## config.mk

```make
export PLATFORM = sky130hd
export DESIGN_NAME = fcs_req_arbiter
export DESIGN_NICKNAME = d
export VERILOG_FILES = /design/src/rtl/fcs_req_arbiter.sv
export SDC_FILE = /design/constraint.sdc
export NUM_CORES = 1
export LEC_CHECK = 0
export CELL_PAD_IN_SITES_DETAIL_PLACEMENT = 1
export CELL_PAD_IN_SITES_GLOBAL_PLACEMENT = 1
export CORE_MARGIN = 1
export CORE_UTILIZATION = 38
export CTS_CLUSTER_DIAMETER = 80
export DETAILED_ROUTE_END_ITERATION = 6
export PLACE_DENSITY = 0.81
export SYNTH_ARGS = -nofsm -noshare
export SYNTH_HDL_FRONTEND = slang
export SYNTH_SLANG_ARGS = --single-unit
```

## constraint.sdc

```tcl
create_clock -name CLK -period 3.3 [get_ports CLK]
set_clock_uncertainty 0.1 [all_clocks]
set_input_delay 0.66 -clock CLK [delete_from_list [all_inputs] [get_ports CLK]]
set_output_delay 0.66 -clock CLK [all_outputs]
set_load 0.05 [all_outputs]
```

## src/rtl/fcs_req_arbiter.sv

```systemverilog
// rtl/fcs_req_arbiter.sv - round-robin arbiter sharing one serial CRC-16 FCS engine
module fcs_req_arbiter #(
    parameter int NUM_REQ  = 4,
    parameter int MAX_SIZE = 1024,
    parameter int MIN_SIZE = 64,
    parameter int SIZE_W   = $clog2(MAX_SIZE),
    parameter int REM_W    = 16,
    parameter int TIMEOUT  = 256
) (
    input  logic                       CLK,
    input  logic                       RST,
    input  logic [NUM_REQ-1:0]         Req,
    input  logic [NUM_REQ*SIZE_W-1:0]  Req_Size,
    input  logic [NUM_REQ-1:0]         Req_Bit,
    output logic [NUM_REQ-1:0]         Grant,
    output logic                       Bit_Strobe,
    output logic [REM_W-1:0]           Fcs_Result,
    output logic                       Fcs_Valid,
    output logic                       Err,
    output logic                       Eng_Valid_Data,
    output logic [SIZE_W-1:0]          Eng_Data_Size,
    output logic                       Eng_Input_Data,
    input  logic                       Eng_OUT,
    input  logic                       Eng_Valid_OUT,
    input  logic                       Eng_Done,
    input  logic                       Eng_Busy
);

    localparam int IDX_W = (NUM_REQ > 1) ? $clog2(NUM_REQ) : 1;
    localparam int CAP_W = $clog2(REM_W + 2);
    localparam int WD_W  = $clog2(TIMEOUT + 1);

    typedef enum logic [3:0] {
        S_IDLE,
        S_ARB,
        S_REJECT,
        S_LAUNCH,
        S_STREAM,
        S_COLLECT,
        S_DELIVER,
        S_ERROR,
        S_RELEASE
    } state_t;

    state_t            state;
    state_t            state_nx;
    logic [IDX_W-1:0]  rr_ptr;
    logic [IDX_W-1:0]  gnt_idx;
    logic [IDX_W-1:0]  sel_idx;
    logic              sel_found;
    logic [SIZE_W-1:0] sel_size;
    logic [SIZE_W-1:0] bit_cnt;
    logic [CAP_W-1:0]  cap_cnt;
    logic [CAP_W-1:0]  cap_nx;
    logic [WD_W-1:0]   wd_cnt;
    logic [REM_W-1:0]  sr;
    logic [REM_W-1:0]  sr_nx;

    function automatic logic [IDX_W-1:0] wrap_idx(input int v);
        return (v >= NUM_REQ) ? IDX_W'(v - NUM_REQ) : IDX_W'(v);
    endfunction

    // Scan from the highest offset down so the nearest request after rr_ptr wins.
    always_comb begin
        sel_found = 1'b0;
        sel_idx   = rr_ptr;
        for (int k = NUM_REQ - 1; k >= 0; k--) begin
            if (Req[wrap_idx(int'(rr_ptr) + k)]) begin
                sel_found = 1'b1;
                sel_idx   = wrap_idx(int'(rr_ptr) + k);
            end
        end
        sel_size = Req_Size[int'(sel_idx)*SIZE_W +: SIZE_W];
    end

    // Capture path includes the bit arriving in the same cycle as Done.
    always_comb begin
        sr_nx  = sr;
        cap_nx = cap_cnt;
        if (Eng_Valid_OUT) begin
            sr_nx = {sr[REM_W-2:0], Eng_OUT};
            if (cap_cnt != CAP_W'(REM_W + 1)) begin
                cap_nx = cap_cnt + CAP_W'(1);
            end
        end
    end

    always_comb begin
        state_nx = state;
        case (state)
            S_IDLE: begin
                if ((|Req) && !Eng_Busy) begin
                    state_nx = S_ARB;
                end
            end
            S_ARB: begin
                if (!sel_found) begin
                    state_nx = S_IDLE;
                end else if (sel_size < SIZE_W'(MIN_SIZE)) begin
                    state_nx = S_REJECT;
                end else begin
                    state_nx = S_LAUNCH;
                end
            end
            S_REJECT: state_nx = S_RELEASE;
            S_LAUNCH: begin
                state_nx = (Eng_Data_Size == SIZE_W'(1)) ? S_COLLECT : S_STREAM;
            end
            S_STREAM: begin
                if (bit_cnt == Eng_Data_Size - SIZE_W'(1)) begin
                    state_nx = S_COLLECT;
                end
            end
            S_COLLECT: begin
                if (Eng_Done) begin
                    state_nx = (cap_nx == CAP_W'(REM_W)) ? S_DELIVER : S_ERROR;
                end else if (wd_cnt == WD_W'(TIMEOUT - 1)) begin
                    state_nx = S_ERROR;
                end
            end
            S_DELIVER: state_nx = S_RELEASE;
            S_ERROR:   state_nx = S_RELEASE;
            S_RELEASE: state_nx = S_IDLE;
            default:   state_nx = S_IDLE;
        endcase
    end

    always_comb begin
        Bit_Strobe     = 1'b0;
        Eng_Valid_Data = 1'b0;
        Fcs_Valid      = 1'b0;
        Err            = 1'b0;
        case (state)
            S_LAUNCH: begin
                Bit_Strobe     = 1'b1;
                Eng_Valid_Data = 1'b1;
            end
            S_STREAM:  Bit_Strobe = 1'b1;
            S_DELIVER: Fcs_Valid  = 1'b1;
            S_REJECT:  Err        = 1'b1;
            S_ERROR:   Err        = 1'b1;
            default:   Bit_Strobe = 1'b0;
        endcase
        Eng_Input_Data = Bit_Strobe & Req_Bit[gnt_idx];
    end

    always_ff @(posedge CLK) begin
        if (RST) begin
            state         <= S_IDLE;
            rr_ptr        <= '0;
            gnt_idx       <= '0;
            Grant         <= '0;
            Eng_Data_Size <= '0;
            Fcs_Result    <= '0;
            bit_cnt       <= '0;
            cap_cnt       <= '0;
            wd_cnt        <= '0;
            sr            <= '0;
        end else begin
            state <= state_nx;
            case (state)
                S_ARB: begin
                    if (sel_found) begin
                        Grant   <= NUM_REQ'(1) << sel_idx;
                        gnt_idx <= sel_idx;
                        if (state_nx == S_LAUNCH) begin
                            Eng_Data_Size <= sel_size;
                        end
                    end
                end
                S_LAUNCH: begin
                    bit_cnt <= SIZE_W'(1);
                    cap_cnt <= '0;
                    wd_cnt  <= '0;
                    sr      <= '0;
                end
                S_STREAM: bit_cnt <= bit_cnt + SIZE_W'(1);
                S_COLLECT: begin
                    sr      <= sr_nx;
                    cap_cnt <= cap_nx;
                    wd_cnt  <= wd_cnt + WD_W'(1);
                    if (state_nx == S_DELIVER) begin
                        Fcs_Result <= sr_nx;
                    end
                end
                default: bit_cnt <= bit_cnt;
            endcase
            // Grant drops on entry to RELEASE; the pointer moves past the served requester.
            if (state_nx == S_RELEASE) begin
                Grant  <= '0;
                rr_ptr <= (gnt_idx == IDX_W'(NUM_REQ - 1)) ? '0 : gnt_idx + IDX_W'(1);
            end
        end
    end

endmodule
```

## Word-level counts from Yosys, hierarchy flattened

Cells that the tools add are included.
Widths: inputs -> output; s select.

- Mux-type cells: 43
- Shift-type cells: 2
- Add/sub/neg operators: 12
- Multiply operators: 1
- $lt $le $gt $ge: 10
- Reductions and logical operators: 13
- Bitwise logic cells: 1
- Equal/unequal tests: 16

Operators with widths:

| kind | number |
|---|---|
| $shiftx 40x7->10 | 1 |
| $pmux 16 s2 | 1 |
| $pmux 4 s6 | 1 |
| $eq 4x3->1 const B | 5 |
| $mux 2 | 10 |
| $pmux 10 s2 | 1 |
| $pmux 9 s2 | 1 |
| $mux 1 | 16 |
| $mux 16 | 1 |
| $mux 4 | 4 |
| $lt 2x3->1 const B | 5 |
| $eq 4x2->1 const B | 3 |
| $add 10x1->10 const B | 1 |
| $bmux 1 s2 | 5 |
| $eq 10x1->1 const B | 1 |
| $eq 10x10->1 | 1 |
| $lt 10x7->1 const B | 1 |
| $mux 5 | 2 |
| $pmux 5 s2 | 1 |
| $sub 10x1->10 const B | 1 |
| $add 9x1->9 const B | 1 |
| $eq 9x8->1 const B | 1 |
| $ge 3x3->1 const B | 3 |
| $sub 2x1->2 const B | 4 |
| 22 further kinds | 27 |

- Output and inout port bits: 35
- Bits of input ports: 54
- Flip-flop bits (word level): 78
- Word-level logic and storage cells: 108

## Depth between registers and ports, before layout

Gate-level depths: netlist of the first run.

- Depth after elaboration: 17
- Mapped depth: 10
- Depth with buffers taken out: 9

## Worst setup path after synthesis of the first run

No wires, ideal clock.

- Kind: flip-flop to output port
- Start point: register state[1]
- End point: output Eng_Input_Data
- Data arrival time: 2156 ps
- Setup slack: 384 ps
- Cell stages (with the launch flop): 6
- Buffers on the path: 2
- Data required time: 2540 ps
- Cell sequence: dfxtp_1 > buf_2 > or4b_2 > buf_2 > nand2_1 > and2_1

- Longest elaborated chain between the ends: 4
- Elaborated cells between the ends (all ways): 5
- Those cells by class: eq/ne: 2; mux: 1; bitwise: 1; reduce/logical: 1

RTL lines:

| element | line | text |
|---|---|---|
| from (decl) | 45 | `state_t state;` |
| from (signal assigned) | 160 | `state <= state_nx;` |
| $eq 4x2->1 / $eq 4x3->1 (equally long branches) | 133 | `case (state)` |
| $reduce_or 2->1 (no line) * | -- |  |
| $mux 1 * | 133 |  |
| net Bit_Strobe | 16 | `output logic Bit_Strobe,` |
| $and 1x1->1 * | 144 | `Eng_Input_Data = Bit_Strobe & Req_Bit[gnt_idx];` |
| to (decl) | 22 | `output logic Eng_Input_Data,` |

The timed path passes the listed nets; every way through them passes the cells marked *.

## Worst setup path in the final report of the first run

- Start point: register state[1]
- End point: output Eng_Input_Data

- Longest elaborated chain between the ends: 4
- Elaborated cells between the ends (all ways): 5
- Those cells by class: eq/ne: 2; mux: 1; bitwise: 1; reduce/logical: 1

RTL lines:

| element | line |
|---|---|
| $eq 4x2->1 / $eq 4x3->1 (equally long branches) | 133 |
| $reduce_or 2->1 (no line) * | -- |
| $mux 1 * | 133 |
| $and 1x1->1 * | 144 |

Mark *: on every way between the ends. The rest lies on a longest branch, timed or not.

==> results of run 1 <==
[through the flow]
stage	power, uW	util (%)
3_5_place_dp	1510	49.6
2_1_floorplan	1330	-
5_1_grt	2330	51.4
3_3_place_gp	1490	49.6
4_1_cts	2250	51.4
6_report	2230	51.4
[kinds of logic after synthesis]
kind of cell             share of synthesized area, %
XOR/XNOR                                         3.56
AND/OR/NAND/NOR                                  22.8
AO/OA/AOI/OAI                                    15.9
adder cells (fa/ha/maj)                          2.39
multiplexers                                     13.4
buffers and inverters                            4.66
flip-flops                                       37.3
[flip-flops by register name, summed over array words and instances (netlist names)]
name           cells
Fcs_Result        16
Grant              4
wd_cnt             9
gnt_idx            2
Eng_Data_Size     10
cap_cnt            5
state              4
bit_cnt           10
sr                16
rr_ptr             2
[path summary, 6_finish.rpt]
| path | slack (ns) | end | cells after the start |
|---|---|---|---|
| worst min-delay path | 0.38 | Fcs_Result[11] | 2 |
| worst min register to register | 0.38 | Fcs_Result[11] | 2 |
| worst max register to register | 0.73 | Fcs_Result[7] | 8 |
| worst max-delay path | 0.26 | Eng_Input_Data | 4 |
[worst max-delay path, stage by stage, from the launching register on]
cell and delay [ns]:
dfxtp_1 0.40, or4b_2 0.82, nand2_1 0.32, and2_1 0.23, buf_12 0.15
[power groups by stage]
stage               logic (uW)  clock network (uW)  registers (uW)
floorplan                  267                   0            1060
detailed placement         493                   0            1020
global placement           473                   0            1020
CTS                        498                 754             998
finish                     494                 738             997
global route               533                 798            1000
[area by class of cell]
type / instances / area (um^2)
Timing Repair Buffer: 102 / 998
Inverter: 12 / 45.0
Multi-Input combinational cell: 373 / 2430
Tap cell: 136 / 170
Fill cell: 1254 / 5100
Clock inverter: 6 / 70.1
Clock buffer: 10 / 128
Sequential cell: 78 / 1560
[routing by layer]
layer  GRT usage [%]  wire (um)  part of all wire (%)  vias up
li1                -          -                     -     1951
met1            27.1       5530                    46     1927
met2            39.2       5980                    50       43
met3            4.19        276                   2.3        9
met4            5.28        119                   1.0        0
met5               0          0                     0        -
[placed cells by master (no fill, tap or decap), drive strengths merged, types with 17 or more instances in the layout]
cell	netlist	layout
nand3	47	47
dfxtp	78	78
buf	9	18
nor2	44	44
mux2i	39	39
clkdlybuf4s50	0	84
o31ai	17	17
a21oi	44	44
nand2	47	47
==> flow_summary.json, run 1 <==
{
  "dieArea_mm2": 0.0114,
  "path_max_fanout": 10,
  "setup_viol": 0,
  "r2r-start": "Eng_Data_Size[2]",
  "p_int_uw": 1540,
  "nets": 638,
  "final.period_utilization_pct": 92.0,
  "cts_hold_buffers": 0,
  "min_period_ns": 3.04,
  "clock.fmax_mhz": 329,
  "wire_per_inst_um": 16.6,
  "synth.area.top_cells": "dfxtp_1 (37%), mux2i_1 (9.3%), nand3_1 (5.6%), a21oi_1 (5.3%), nand2_1 (4.1%)",
  "num_rows": 37,
  "hpwl_um": 8760,
  "end_kind": "primary output",
  "grt_use_total_pct": 22.0,
  "syn_inst": 497,
  "place_congestion": 0.772,
  "power_density_mw_per_mm2": 412,
  "post_cts_buffers": 0,
  "placed_cells": 701,
  "syn-num-nets": 559,
  "post_cts.resized_instances": 0,
  "irDropWorstVdd_mv": 0.192,
  "startpoint_type": "register",
  "yosysWarnings": 0,
  "switching_share_pct": 30.8,
  "post-place-ws_ns": 0.0217,
  "clk_pin_slew_ns": 0.09,
  "cts-root-buf": "clkbuf_8",
  "crit_arrival_ns": 2.28,
  "drive_above_1_share_pct": 9.81,
  "drc_errors": 0,
  "yosys_most_used_dff": "dfxtp_1",
  "place_area_mm2": 0.00521,
  "viasPerCell": 5.48,
  "ant_nets": 0,
  "yosysMostFrequentCell": "dfxtp_1",
  "hold_class": "register to register",
  "seq_area_frac_synth_pct": 37.3,
  "power_leakage_uw": 0.00198,
  "design_area_mm2": 0.00541,
  "postLayoutSetupSlackWorst_ns": 0.264,
  "die_w_um": 107,
  "maxCapViolations": 0,
  "h-tree-depth": 3,
  "fin_cells": 717,
  "holdWs_ns": 0.377,
  "core_mm2": 0.0105,
  "hold_viol": 0,
  "clk_latency_ns": 0.36,
  "synth_area_per_cell_um2": 8.42,
  "p_switching_uw": 686,
  "diodes": 0,
  "yosys.area.top_type": "dfxtp_1",
  "die_y_um": 107,
  "status": "complete, no violations",
  "pwr-share-seq_pct": 44.7,
  "grt_pass1_vias": 4168,
  "route.vias.total": 3930,
  "routed_wl_um": 11900,
  "path_class": "register to primary output",
  "clock_power_share_pct": 33.1,
  "cp_data_required_time_ns": 2.54,
  "syn_to_final_growth_pct": 29.2,
  "syn_area_mm2": 0.00418,
  "yosysTopAreaCellShare_pct": 37.3,
  "ys_seq_elements": 78,
  "io_buffers": 88,
  "num_io_pins": 89,
  "synth_cell_type_count": 59,
  "crit_start": "state[1]",
  "cts_buffers": 9,
  "synth_edf_count": 0,
  "overflow": 0,
  "rsz0062_at_grt": "no",
  "cts.path.max_buffers": 2,
  "dr.pass1.iters": 4,
  "tightest_slew_ns": 0.734,
  "antenna_found_initial": 0,
  "ys_async_sr_fraction_pct": 0,
  "finalSetupTns_ns": 0,
  "min_from": "Fcs_Result[11]",
  "slew_headroom_pct": 50.9,
  "cts_tree": "done",
  "pwr-share-comb_pct": 22.2,
  "grt_pass1_wl_um": 20000,
  "drv_slew": 0,
  "synth_commonest_cells": "dfxtp_1 (78), nand3_1 (47), nand2_1 (46), a21oi_1 (44), nor2_1 (44)",
  "grt_max_degree": 67,
  "initial_core_util_pct": 39.8,
  "drt_iter0_markers": 121,
  "cts_sinks": 78
}
No activity file was read; power rests on OpenSTA's default activity.
==> run 2: changes to the inputs <==
- clock period: 3.3 -> 3.1 ns (I/O delays scaled with it)
==> run 2 against run 1 <==
Worst hold slack got worse by 0.0022 ns; final area up 2.2%; first-iteration DRC count is 13% lower; largest power group unchanged; die area is the same; non-clock buffer count up 8; sequential power rose by 6%; critical path depth stayed put; critical endpoint is now Err; via count grew 2.0%; global-route usage up 0.44 points.
==> flow_summary.json, run 2 (synthesized netlist as in run 1, its figures left out) <==
{
  "io_buffers": 88,
  "grt_use_total_pct": 22.4,
  "diodes": 0,
  "cts_hold_buffers": 0,
  "drv_slew": 0,
  "num_io_pins": 89,
  "tightest_slew_ns": 0.759,
  "r2r-start": "rr_ptr[0]",
  "irDropWorstVdd_mv": 0.281,
  "grt_max_degree": 67,
  "reg_top3": "Fcs_Result (16), sr (16)",
  "post_cts_buffers": 0,
  "syn_to_final_growth_pct": 32.0,
  "postLayoutSetupSlackWorst_ns": 0.179,
  "path_class": "register to primary output",
  "clk_latency_ns": 0.36,
  "h-tree-depth": 3,
  "clock.fmax_mhz": 342,
  "num_rows": 37,
  "overflow": 0,
  "cp_data_required_time_ns": 2.38,
  "wire_per_inst_um": 16.7,
  "post_cts.resized_instances": 0,
  "end_kind": "primary output",
  "die_w_um": 107,
  "drc_errors": 0,
  "fillers": 1248,
  "setup_viol": 0,
  "rsz0062_at_grt": "no",
  "reg2reg_to": "Eng_Data_Size[8]",
  "cts_buffers": 9,
  "crit_path_end": "Err",
  "route.vias.total": 4009,
  "place_congestion": 0.786,
  "r2r_cells": 8,
  "hold_viol": 0,
  "hold_class": "register to register",
  "cts_tree": "done",
  "final.period_utilization_pct": 94.2,
  "die_y_um": 107,
  "antenna_found_initial": 0,
  "layout_commonest_cell": "clkdlybuf4s50_1",
  "cts-root-buf": "clkbuf_8",
  "startpoint_type": "register",
  "hpwl_um": 8930,
  "power_density_mw_per_mm2": 453,
  "clk_pin_slew_ns": 0.09,
  "grt_pass1_wl_um": 20300,
  "status": "complete, no violations",
  "crit_arrival_ns": 2.20,
  "routed_wl_um": 12100,
  "initial_core_util_pct": 39.8,
  "drt_iter0_markers": 105,
  "ant_nets": 0,
  "drive_above_1_share_pct": 11.2,
  "post-place-ws_ns": -0.146,
  "nets": 646,
  "slew_headroom_pct": 49.2,
  "cts_sinks": 78,
  "min_period_ns": 2.92,
  "reg2reg_slack_ns": 0.58,
  "maxCapViolations": 0,
  "cts.path.max_buffers": 2,
  "core_mm2": 0.0105,
  "dieArea_mm2": 0.0114,
  "layout.cells.most_common_list": "clkdlybuf4s50_1 (84), dfxtp_1 (78), nand3_1 (47), nand2_1 (46)",
  "grt_pass1_vias": 4128,
  "crit_start": "state[2]",
  "viasPerCell": 5.53,
  "dr.pass1.iters": 4,
  "holdWs_ns": 0.375,
  "power_leakage_uw": 0.00204,
  "path_max_fanout": 8
}
==> run 2: routing by layer <==
metal | vias to the layer above | global-route usage (%) | wire, um
li1 | 1967 | - | -
met1 | 1964 | 26.1 | 5210
met2 | 58 | 41.5 | 6420
met3 | 20 | 4.38 | 281
met4 | 0 | 6.07 | 228
met5 | - | 0 | 0
==> run 2: metrics by stage <==
step                      power, uW  instances  utilization (%)  setup TNS (ns)  instance area, um^2
after detailed placement       1630        709             50.4           -1.21                 5290
after global routing           2610        725             52.6               0                 5520
final                          2500        725             52.6               0                 5520
after global placement         1600        709             50.4               0                 5290
after CTS                      2520        725             52.6               0                 5520
after floorplan                1420        497                -               0                 4180
==> run 2: critical path, cell delays in order, from the launching register on <==
cell             delay [ns]
dfxtp_1                0.43
nand2b_1               0.17
nand3b_1               0.22
a21oi_1                0.20
clkdlybuf4s50_1        0.83
==> run 2: worst min-delay path by stage <==
stage | startpoint | end | slack, ns | depth (start not counted)
6_report | Fcs_Result[5] | Fcs_Result[5] | 0.37 | 2
5_1_grt | Fcs_Result[12] | Fcs_Result[12] | 0.40 | 2
4_1_cts | Fcs_Result[12] | Fcs_Result[12] | 0.38 | 2
3_5_place_dp | Fcs_Result[12] | Fcs_Result[12] | 0.36 | 2
3_3_place_gp | sr[15] | sr[15] | 0.35 | 2
2_1_floorplan | wd_cnt[3] | wd_cnt[3] | 0.34 | 1
==> run 2: cell type report <==
| type | count | area [um^2] | area share (%) |
|---|---|---|---|
| flip-flops and latches | 78 | 1560 | 28.3 |
| well taps | 136 | 170 | 3.08 |
| multi-input cells | 373 | 2430 | 44.1 |
| inverters | 12 | 45.0 | 0.816 |
| clock buffers | 9 | 124 | 2.24 |
| repair buffers | 110 | 1080 | 19.6 |
| clock inverters | 7 | 105 | 1.90 |
==> run 2: power breakdown <==
group | internal (uW) | leakage, uW | switching (uW)
clock network | 466 | 0.000112 | 426
logic | 252 | 0.00130 | 293
registers | 1030 | 0.000630 | 36.6
==> run 3: changes to the inputs <==
- clock period: 3.1 -> 2.85 ns (I/O delays scaled with it)
==> run 3 against run 2 <==
Clock power up 16%; cell count is 0.28% higher; first-iteration DRC count decreased by 4.8%; sequential share of layout area fell by 0.23 points; setup slack worse by 0.095 ns; sequential power grew 9%; power up 12%; final area increased by 0.82%; non-clock buffer count increased by 2; routed wire length is 0.96% lower; combinational power up 8.3%.
==> flow_summary.json, run 3 (synthesized netlist as in run 1, its figures left out) <==
{
  "diodes": 0,
  "drc_errors": 0,
  "tightest_slew_ns": 0.772,
  "cts.path.max_buffers": 2,
  "wire_per_inst_um": 16.5,
  "cts_tree": "done",
  "layout_commonest_cell": "clkdlybuf4s50_1",
  "viasPerCell": 5.50,
  "post_cts_buffers": 0,
  "die_w_um": 107,
  "slew_headroom_pct": 48.3,
  "drive_above_1_share_pct": 11.3,
  "grt_max_degree": 67,
  "hold_class": "register to register",
  "route.vias.total": 3996,
  "crit_arrival_ns": 2.92,
  "cp_data_required_time_ns": 3.01,
  "grt_pass1_wl_um": 20100,
  "clk_pin_slew_ns": 0.08,
  "maxCapViolations": 0,
  "final.period_utilization_pct": 97.1,
  "overflow": 0,
  "core_mm2": 0.0105,
  "irDropWorstVdd_mv": 0.295,
  "num_rows": 37,
  "setup_viol": 0,
  "die_y_um": 107,
  "hold_viol": 0,
  "place_congestion": 0.784,
  "cts_hold_buffers": 0,
  "rsz0062_at_grt": "no",
  "initial_core_util_pct": 39.8,
  "dr.pass1.iters": 4,
  "grt_use_total_pct": 22.4,
  "h-tree-depth": 3,
  "finish.utilization_pct": 53.0,
  "design_area_mm2": 0.00557,
  "dieArea_mm2": 0.0114,
  "num_io_pins": 89,
  "power_leakage_uw": 0.00206,
  "drv_slew": 0,
  "hpwl_um": 9030,
  "grt_pass1_vias": 4180,
  "routed_wl_um": 12000,
  "status": "complete, no violations",
  "cts_sinks": 78,
  "antenna_found_initial": 0,
  "place_area_mm2": 0.00532,
  "ant_nets": 0,
  "power_density_mw_per_mm2": 501,
  "layout.cells.most_common_list": "clkdlybuf4s50_1 (83), dfxtp_1 (78), nand3_1 (47), nand2_1 (46)",
  "syn_to_final_growth_pct": 33.1,
  "cts-root-buf": "clkbuf_8",
  "io_buffers": 88,
  "startpoint_type": "input pin",
  "end_kind": "register",
  "reg_top3": "Fcs_Result (16), sr (16)",
  "path_class": "input pin to register",
  "path_max_fanout": 10,
  "nets": 648,
  "clock.fmax_mhz": 361,
  "cts_buffers": 9,
  "clk_latency_ns": 0.37,
  "drt_iter0_markers": 100,
  "min_period_ns": 2.77,
  "post_cts.resized_instances": 0
}
[run 3: where the power goes]
group | switching, uW | leakage [uW] | internal (uW) | total (uW)
clock | 413 | 0.000124 | 631 | 1040
sequential | 39.8 | 0.000630 | 1120 | 1160
combinational | 313 | 0.00131 | 276 | 590
[run 3: final timing paths]
check,from,to,slack [ns],depth (start not counted)
min,Fcs_Result[12],Fcs_Result[12],0.37,2
max,Req[0],Eng_Data_Size[8],0.08,9
min reg2reg,Fcs_Result[12],Fcs_Result[12],0.37,2
max reg2reg,state[1],bit_cnt[9],0.36,7
[run 3: area by class of cell]
class	count	area [um^2]
sequential	78	1560
timing repair buffer	112	1110
inverter	12	45.0
multi-input combinational	373	2430
clock inverter	3	90.1
clock buffer	13	159
tap	136	170
fill	1262	4940
[run 3: critical path, stage by stage]
cell             delay [ns]
clkdlybuf4s50_1        0.45
nor2b_1                0.15
or4_4                  0.54
nand2_4                0.18
mux2i_1                0.10
mux2_2                 0.28
a41o_1                 0.27
buf_12                 0.16
a31o_1                 0.21
[run 3: stage by stage]
stage / cells / hold WS (ns) / TNS, ns / setup WS, ns / total power, uW
2_1_floorplan: 497 / 0.344 / 0 / 0.0243 / 1540
3_3_place_gp: 711 / 0.354 / -1.51 / -0.197 / 1750
3_5_place_dp: 711 / 0.366 / -3.72 / -0.299 / 1770
4_1_cts: 727 / 0.378 / 0 / 0.0916 / 2810
5_1_grt: 727 / 0.393 / 0 / 0.0118 / 2910
6_report: 727 / 0.374 / 0 / 0.0837 / 2790
[run 3: metal layers]
layer	wire [um]	up-vias	GRT usage (%)	part of all wire, %
met2	6250	51	40.3	52
li1	-	1966	-	-
met4	197	0	7.05	1.6
met5	0	-	0	0
met1	5310	1959	26.3	44
met3	261	20	4.98	2.2
